[config.mk]
export PLATFORM = sky130hd
export DESIGN_NAME = decode_writeback
export DESIGN_NICKNAME = d
export VERILOG_FILES = /design/src/rtl/y86_pkg.sv /design/src/rtl/regfile_2r2w.sv /design/src/rtl/decode_writeback.sv
export SDC_FILE = /design/constraint.sdc
export NUM_CORES = 2
export LEC_CHECK = 0
export ABC_AREA = 0
export BUFFER_PORTS_ARGS = -buffer_cell sky130_fd_sc_hd__buf_2
export CORE_MARGIN = 5
export CORE_UTILIZATION = 57
export DETAILED_ROUTE_END_ITERATION = 12
export PLACE_DENSITY = 0.81
export SYNTH_ARGS = -nofsm -noshare
export SYNTH_HDL_FRONTEND = slang
export SYNTH_HIERARCHICAL = 1
export SYNTH_SLANG_ARGS = --single-unit
[constraint.sdc]
create_clock -name clk -period 2.1 [get_ports clk]
set_input_delay 0.105 -clock clk [delete_from_list [all_inputs] [get_ports clk]]
set_output_delay 0.105 -clock clk [all_outputs]
set_load 0.1 [all_outputs]
[src/rtl/y86_pkg.sv]
// Shared Y86-64 definitions: instruction codes, register IDs, datapath width.
// Latency: n/a (constants and pure functions only).
// Backpressure: n/a.
package y86_pkg;

    localparam int DATA_W = 64;
    localparam int NREGS  = 15;

    // Register IDs
    localparam logic [3:0] RSP_ID = 4'h4;
    localparam logic [3:0] RNONE  = 4'hF;

    // Instruction codes
    localparam logic [3:0] I_HALT   = 4'h0;
    localparam logic [3:0] I_NOP    = 4'h1;
    localparam logic [3:0] I_RRMOVQ = 4'h2;   // rrmovq / cmovXX
    localparam logic [3:0] I_IRMOVQ = 4'h3;
    localparam logic [3:0] I_RMMOVQ = 4'h4;
    localparam logic [3:0] I_MRMOVQ = 4'h5;
    localparam logic [3:0] I_OPQ    = 4'h6;
    localparam logic [3:0] I_JXX    = 4'h7;
    localparam logic [3:0] I_CALL   = 4'h8;
    localparam logic [3:0] I_RET    = 4'h9;
    localparam logic [3:0] I_PUSHQ  = 4'hA;
    localparam logic [3:0] I_POPQ   = 4'hB;

    // True for the twelve defined instruction codes (0..B).
    function automatic logic icode_is_valid(input logic [3:0] icode);
        return (icode <= I_POPQ);
    endfunction

endpackage

[src/rtl/regfile_2r2w.sv]
// Program register file: NREGS x DATA_W, two read ports, one debug read, E and M write ports.
// Latency: reads combinational from current state (no bypass); writes commit on rising clk.
// Backpressure: none; writes are accepted every cycle their enable is high.
//
// Ports:
//   clk, rst_n              clock; async active-low clear of every register
//   rd_a_id / rd_a_dat      read port A (ID >= NREGS, incl. RNONE, reads 0)
//   rd_b_id / rd_b_dat      read port B (same rule)
//   dbg_id  / dbg_dat       debug read port (same rule)
//   wr_e_en/_id/_dat        E write port
//   wr_m_en/_id/_dat        M write port; wins over E when both target one register
module regfile_2r2w
    import y86_pkg::*;
#(
    parameter int DATA_W = y86_pkg::DATA_W,
    parameter int NREGS  = y86_pkg::NREGS
) (
    input  logic              clk,
    input  logic              rst_n,
    input  logic [3:0]        rd_a_id,
    output logic [DATA_W-1:0] rd_a_dat,
    input  logic [3:0]        rd_b_id,
    output logic [DATA_W-1:0] rd_b_dat,
    input  logic [3:0]        dbg_id,
    output logic [DATA_W-1:0] dbg_dat,
    input  logic              wr_e_en,
    input  logic [3:0]        wr_e_id,
    input  logic [DATA_W-1:0] wr_e_dat,
    input  logic              wr_m_en,
    input  logic [3:0]        wr_m_id,
    input  logic [DATA_W-1:0] wr_m_dat
);

    localparam logic [3:0] NREGS_ID = 4'(NREGS);

    logic [DATA_W-1:0] regs_q [NREGS];
    logic [DATA_W-1:0] regs_d [NREGS];

    // Next-state: E write first, M write second so M overrides E on a
    // shared destination (popq %rsp). IDs outside 0..NREGS-1 match no entry.
    always_comb begin
        for (int i = 0; i < NREGS; i++) begin
            regs_d[i] = regs_q[i];
            if (wr_e_en && (wr_e_id == 4'(i))) begin
                regs_d[i] = wr_e_dat;
            end
            if (wr_m_en && (wr_m_id == 4'(i))) begin
                regs_d[i] = wr_m_dat;
            end
        end
    end

    always_ff @(posedge clk or negedge rst_n) begin
        if (!rst_n) begin
            for (int i = 0; i < NREGS; i++) begin
                regs_q[i] <= '0;
            end
        end else begin
            for (int i = 0; i < NREGS; i++) begin
                regs_q[i] <= regs_d[i];
            end
        end
    end

    // Reads see committed state only; RNONE (and any other unmapped ID) reads 0.
    always_comb begin
        rd_a_dat = '0;
        rd_b_dat = '0;
        dbg_dat  = '0;
        if (rd_a_id < NREGS_ID) begin
            rd_a_dat = regs_q[rd_a_id];
        end
        if (rd_b_id < NREGS_ID) begin
            rd_b_dat = regs_q[rd_b_id];
        end
        if (dbg_id < NREGS_ID) begin
            dbg_dat = regs_q[dbg_id];
        end
    end

endmodule

[src/rtl/decode_writeback.sv]
// SEQ Y86-64 decode/write-back: register-ID decode, operand read, E/M result commit.
// Latency: decode and operand read combinational; write-back commits on rising clk.
// Backpressure: none; wb_en low suppresses all register updates for that cycle.
//
// Ports:
//   clk, rst_n          clock; async active-low clear of the register file
//   icode, rA, rB       instruction fields from fetch
//   cnd                 execute condition; gates cmovXX E destination
//   valE, valM          execute / memory results written at the edge
//   wb_en               global write enable (low on bad status / invalid instr)
//   srcA, srcB          decoded source IDs; valA, valB their register values
//   dstE, dstM          decoded destination IDs (dstE after cnd gating)
//   dbg_sel / dbg_data  debug register read
module decode_writeback
    import y86_pkg::*;
#(
    parameter int         DATA_W = y86_pkg::DATA_W,
    parameter int         NREGS  = y86_pkg::NREGS,
    parameter logic [3:0] RSP_ID = y86_pkg::RSP_ID
) (
    input  logic              clk,
    input  logic              rst_n,
    input  logic [3:0]        icode,
    input  logic [3:0]        rA,
    input  logic [3:0]        rB,
    input  logic              cnd,
    input  logic [DATA_W-1:0] valE,
    input  logic [DATA_W-1:0] valM,
    input  logic              wb_en,
    output logic [3:0]        srcA,
    output logic [3:0]        srcB,
    output logic [3:0]        dstE,
    output logic [3:0]        dstM,
    output logic [DATA_W-1:0] valA,
    output logic [DATA_W-1:0] valB,
    input  logic [3:0]        dbg_sel,
    output logic [DATA_W-1:0] dbg_data
);

    logic wr_e_en;
    logic wr_m_en;

    // Register-ID decode. Undefined icodes fall through to RNONE on every
    // field, which also makes them write nothing.
    always_comb begin
        srcA = RNONE;
        srcB = RNONE;
        dstE = RNONE;
        dstM = RNONE;

        case (icode)
            I_RRMOVQ: begin
                srcA = rA;
                // cmovXX whose condition fails must not write its destination
                dstE = cnd ? rB : RNONE;
            end
            I_IRMOVQ: begin
                dstE = rB;
            end
            I_RMMOVQ: begin
                srcA = rA;
                srcB = rB;
            end
            I_MRMOVQ: begin
                srcB = rB;
                dstM = rA;
            end
            I_OPQ: begin
                srcA = rA;
                srcB = rB;
                dstE = rB;
            end
            I_CALL: begin
                srcB = RSP_ID;
                dstE = RSP_ID;
            end
            I_RET: begin
                srcA = RSP_ID;
                srcB = RSP_ID;
                dstE = RSP_ID;
            end
            I_PUSHQ: begin
                srcA = rA;
                srcB = RSP_ID;
                dstE = RSP_ID;
            end
            I_POPQ: begin
                srcA = RSP_ID;
                srcB = RSP_ID;
                dstE = RSP_ID;
                dstM = rA;
            end
            default: begin
                // halt, nop, jXX and invalid codes touch no registers
            end
        endcase
    end

    assign wr_e_en = wb_en && (dstE != RNONE) && icode_is_valid(icode);
    assign wr_m_en = wb_en && (dstM != RNONE) && icode_is_valid(icode);

    regfile_2r2w #(
        .DATA_W (DATA_W),
        .NREGS  (NREGS)
    ) u_regfile (
        .clk      (clk),
        .rst_n    (rst_n),
        .rd_a_id  (srcA),
        .rd_a_dat (valA),
        .rd_b_id  (srcB),
        .rd_b_dat (valB),
        .dbg_id   (dbg_sel),
        .dbg_dat  (dbg_data),
        .wr_e_en  (wr_e_en),
        .wr_e_id  (dstE),
        .wr_e_dat (valE),
        .wr_m_en  (wr_m_en),
        .wr_m_id  (dstM),
        .wr_m_dat (valM)
    );

endmodule

==> results.json, run 1 <==
{
  "overflow": 124,
  "postPlaceCellArea_mm2": 0.08527,
  "die_h_um": 355.7,
  "start_util_pct": 57.53,
  "status": "did not finish",
  "dpl_worst_slack_ns": -0.7910,
  "numClockSinks": 960,
  "yosysSeqAreaShare_pct": 35.27,
  "grt_max_degree": 101,
  "syn_nets": 6977,
  "yosysUniqueCellTypes": 54,
  "die_w_um": 355.7,
  "netlist_top_cells_count": "mux2i_1 (1407), dfrtp_1 (960), nor2_1 (707), a21oi_1 (641), clkbuf_1 (448)",
  "root_buffer": "clkbuf_16",
  "gp_congestion": 0.9728,
  "dpl.cell_count": 8860,
  "haltStage": "global routing (5_1_grt)",
  "yosysMostFrequentCell": "mux2i_1",
  "io_buffers": 355,
  "antenna_found_initial": 33,
  "synth_ff_type": "dfrtp_1",
  "yosys.area.top_type": "dfrtp_1",
  "error": "[ERROR GRT-0232] Routing congestion too high. Check the congestion heatmap in the GUI.",
  "avgSynthCellArea_um2": 9.974,
  "yosysTopAreaCellShare_pct": 35.27,
  "synth_edf_count": 0,
  "ys_ff_latch": 960,
  "syn-cell-area_mm2": 0.06811,
  "worstEpCategory": "top-level output",
  "synth_area_leaders": "dfrtp_1 (35%), mux2i_1 (21%), mux4_2 (13%)",
  "yosys_warnings": 6,
  "cts-buffers-inserted": 109,
  "synthArstFlopShare_pct": 100.0,
  "place_hpwl_mm": 187.5,
  "rows": 126,
  "grt_usage_pct": 79.02,
  "clk_path_buf_depth": 3,
  "htree_levels": 3,
  "syn_inst": 6829,
  "io-pin-count": 356,
  "worst_endpoint": "dbg_data[15]"
}
routing by layer:
metal  GRT overflow  global-route usage (%)
met5              1                   59.12
met4             51                   73.71
met3              9                   74.66
met2             52                   89.51
met1             11                   76.74
timing repair:
action                                  in CTS
endpoints found under the setup margin     214
gates cloned                                13
pin swaps                                  100
hold endpoints to repair                  1742
resized for setup                          197
hold buffers                               130
buffers inserted                            45
kinds of logic after synthesis:
logic type | after synthesis | synth area share, %
compound gates | 1809 | 16.04
flops | 960 | 35.27
mux | 1793 | 33.44
simple gates | 1485 | 9.843
buf+inv | 782 | 5.406
metrics by stage:
| stage | hold slack (ns) | setup TNS (ns) |
|---|---|---|
| 4_1_cts | 0.2740 | -86.72 |
| 3_5_place_dp | 0.1057 | -533.82 |
| 3_3_place_gp | 0.1039 | -473.83 |
| 2_1_floorplan | -0.1906 | -566.64 |
==> run 2: changes to the inputs <==
--- a/config.mk
+++ b/config.mk
@@ -8,9 +8,9 @@
 export ABC_AREA = 0
 export BUFFER_PORTS_ARGS = -buffer_cell sky130_fd_sc_hd__buf_2
 export CORE_MARGIN = 5
-export CORE_UTILIZATION = 57
+export CORE_UTILIZATION = 40
 export DETAILED_ROUTE_END_ITERATION = 12
-export PLACE_DENSITY = 0.81
+export PLACE_DENSITY_LB_ADDON = 0.15
 export SYNTH_ARGS = -nofsm -noshare
 export SYNTH_HDL_FRONTEND = slang
 export SYNTH_HIERARCHICAL = 1
==> constraint.sdc (replaced) <==
create_clock -name clk -period 2.73 [get_ports clk]
set_input_delay 0.1365 -clock clk [delete_from_list [all_inputs] [get_ports clk]]
set_output_delay 0.1365 -clock clk [all_outputs]
set_load 0.1 [all_outputs]
==> results.json, run 2 <==
{
  "status": "finished with violations",
  "violations": "negative setup slack",
  "overflow": 0,
  "clk_pin_slew_ns": 0.07,
  "die_h_um": 422.7,
  "postPlaceCellArea_mm2": 0.08274,
  "first_pass_iters": 8,
  "syn_nets": 6977,
  "cp-end-kind": "output port",
  "core_region_area_mm2": 0.1693,
  "yosys_warnings": 6,
  "vias": 62990,
  "setup-violations-final": 48,
  "hold_class": "input port to flip-flop",
  "fillCellCount": 14370,
  "timing.final.crit_share_pct": 104.9,
  "largest_register_ffs": 960,
  "gp_congestion": 0.9176,
  "netlist_top_cells_count": "mux2i_1 (1407), dfrtp_1 (960), nor2_1 (707), a21oi_1 (641), clkbuf_1 (448)",
  "worstMarginPinSlew_ns": 0.7848,
  "ant_nets": 0,
  "rows": 151,
  "start_util_pct": 40.24,
  "final_hold_viol_count": 0,
  "syn-cell-area_mm2": 0.06811,
  "dieArea_mm2": 0.1786,
  "syn_to_final_growth_pct": 36.83,
  "tns_ns": -2.241,
  "total_leakage_power_uw": 0.04009,
  "yosysMostFrequentCell": "mux2i_1",
  "synth_edf_count": 0,
  "final_common_cell": "mux2i_1",
  "cts_tree": "yes",
  "yosys.area.top_type": "dfrtp_1",
  "drtIter0Drc": 7452,
  "wl_per_cell_um": 31.18,
  "synth_area_leaders": "dfrtp_1 (35%), mux2i_1 (21%), mux4_2 (13%)",
  "grt_max_degree": 129,
  "grt_usage_pct": 33.13,
  "yosysTopAreaCellShare_pct": 35.27,
  "numClockSinks": 960,
  "antenna_found_initial": 21,
  "worstPathMaxFanout": 6,
  "dpl.cell_count": 9324,
  "htree_levels": 3,
  "yosysUniqueCellTypes": 54,
  "routed_wl_mm": 308.6,
  "post-route-util_pct": 55.05,
  "clk_path_buf_depth": 3,
  "p_per_area_mw_per_mm2": 657.5,
  "remaining_drc_errors": 0,
  "cp-start-kind": "input port",
  "mostFrequentLayoutCells": "mux2i_1 (1402), dfrtp_1 (959), nor2_1 (691)",
  "multi_input_area_mm2": 0.04525,
  "drive_gt1_share_pct": 30.14,
  "grt_pass1_vias": 62120,
  "io-pin-count": 356,
  "cp_data_arrival_time_ns": 2.73,
  "final_area_mm2": 0.09319,
  "seqCellArea_mm2": 0.02402,
  "cts-buffers-inserted": 116,
  "ys_ff_latch": 960,
  "top_regs": "u_regfile/regs_q (960)",
  "peakVddDrop_uv": 573.5,
  "fin_cells": 9898,
  "grt_setup_unrepaired": "yes",
  "critical_path_class": "input port to output port",
  "root_buffer": "clkbuf_16",
  "place_hpwl_mm": 200.0,
  "syn_inst": 6829,
  "setup_ws_ns": -0.1340,
  "slew_violations": 0,
  "critical_path_required_ns": 2.59,
  "finish.net_count": 7722,
  "io_buffers": 355,
  "fmaxAchievable_mhz": 349.2,
  "clk_latency_ns": 0.75,
  "yosysSeqAreaShare_pct": 35.27,
  "drv_cap": 0,
  "synthArstFlopShare_pct": 100.0,
  "synth_ff_type": "dfrtp_1",
  "slew_headroom_pct": 47.68,
  "avgSynthCellArea_um2": 9.974,
  "fin_crit_ns": 2.864,
  "grt_pass1_wl_mm": 444.6,
  "via_per_inst": 6.364,
  "skew_ns": 0,
  "die_w_um": 422.7,
  "regMostFlops": "u_regfile/regs_q"
}
## run 2: routing by layer
layer  up-vias  GRT usage, %  wire [um]
met5         -             0         35
met4         6         18.73      19310
met3       785         5.879      24360
met2      3450         51.74     141500
met1     31960         43.56     123400
li1      26790             -          -
## run 2: layout make-up
| type | instances | share of cell area (%) |
|---|---|---|
| Multi-Input combinational cell | 5087 | 48.55 |
| Tap cell | 2218 | 2.978 |
| Clock inverter | 63 | 0.7532 |
| Inverter | 1 | 0.006713 |
| Timing Repair Buffer | 1408 | 18.46 |
| Antenna cell | 13 | 0.03491 |
| Clock buffer | 148 | 3.438 |
| Sequential cell | 960 | 25.78 |
## run 2: cell families (layout without fill, tap and decap cells)
kind of cell           Yosys count  count (layout)  synth area share [%]
other                            0              13                     0
and+or+nand+nor               1485            1485                 9.843
muxes                         1793            1793                 33.44
AOI/OAI and AO/OA             1809            1809                 16.04
DFF                            960             960                 35.27
buffers and inverters          782            1620                 5.406
## run 2: timing repair
| action | in CTS | in global routing |
|---|---|---|
| setup buffers | 90 | 96 |
| hold endpoints to repair | 1762 | 0 |
| setup endpoints to repair | 129 | 135 |
| pin swaps | 87 | 126 |
| hold buffers | 194 | 0 |
| resized for setup | 316 | 315 |
| gates cloned | 15 | 13 |
## run 2: worst max-delay path: stages
cell and delay, ns:
buf_6 0.09, nand2b_4 0.13, a21o_4 0.22, o21a_4 0.29, buf_12 0.17, buf_8 0.12
mux4_2 0.34, nor2b_4 0.14, a211oi_2 0.05, a2111oi_4 0.62, buf_4 0.23, buf_12 0.17
## run 2: power by group
group | switching, uW | internal, uW | leakage [uW]
Sequential | 3850 | 17300 | 0.0126
Combinational | 13200 | 10700 | 0.0256
Clock | 6840 | 9480 | 0.00192
## run 2: worst paths after layout
path,startpoint,endpoint,slack (ns),depth (start not counted)
min in group asynchronous,rst_n,u_regfile/regs_q[268],0.22,3
max in group asynchronous,rst_n,u_regfile/regs_q[617],1.83,4
max reg2reg,u_regfile/regs_q[679],u_regfile/regs_q[679],1.34,3
max,icode[3],valB[16],-0.13,12
min,rA[1],u_regfile/regs_q[192],0.05,4
min reg2reg,u_regfile/regs_q[894],u_regfile/regs_q[894],0.60,2
## run 2: metrics by stage
| stage | hold WS, ns | setup slack [ns] | total power [uW] |
|---|---|---|---|
| detailed placement | 0.1189 | -0.4041 | 42890 |
| floorplan | -0.1591 | -1.631 | 34700 |
| global route | 0.09260 | -0.1751 | 63490 |
| global placement | 0.1180 | -0.4040 | 42480 |
| finish | 0.05354 | -0.1340 | 61270 |
| CTS | 0.006952 | -0.1297 | 60460 |
No activity file was read; power rests on OpenSTA's default activity.
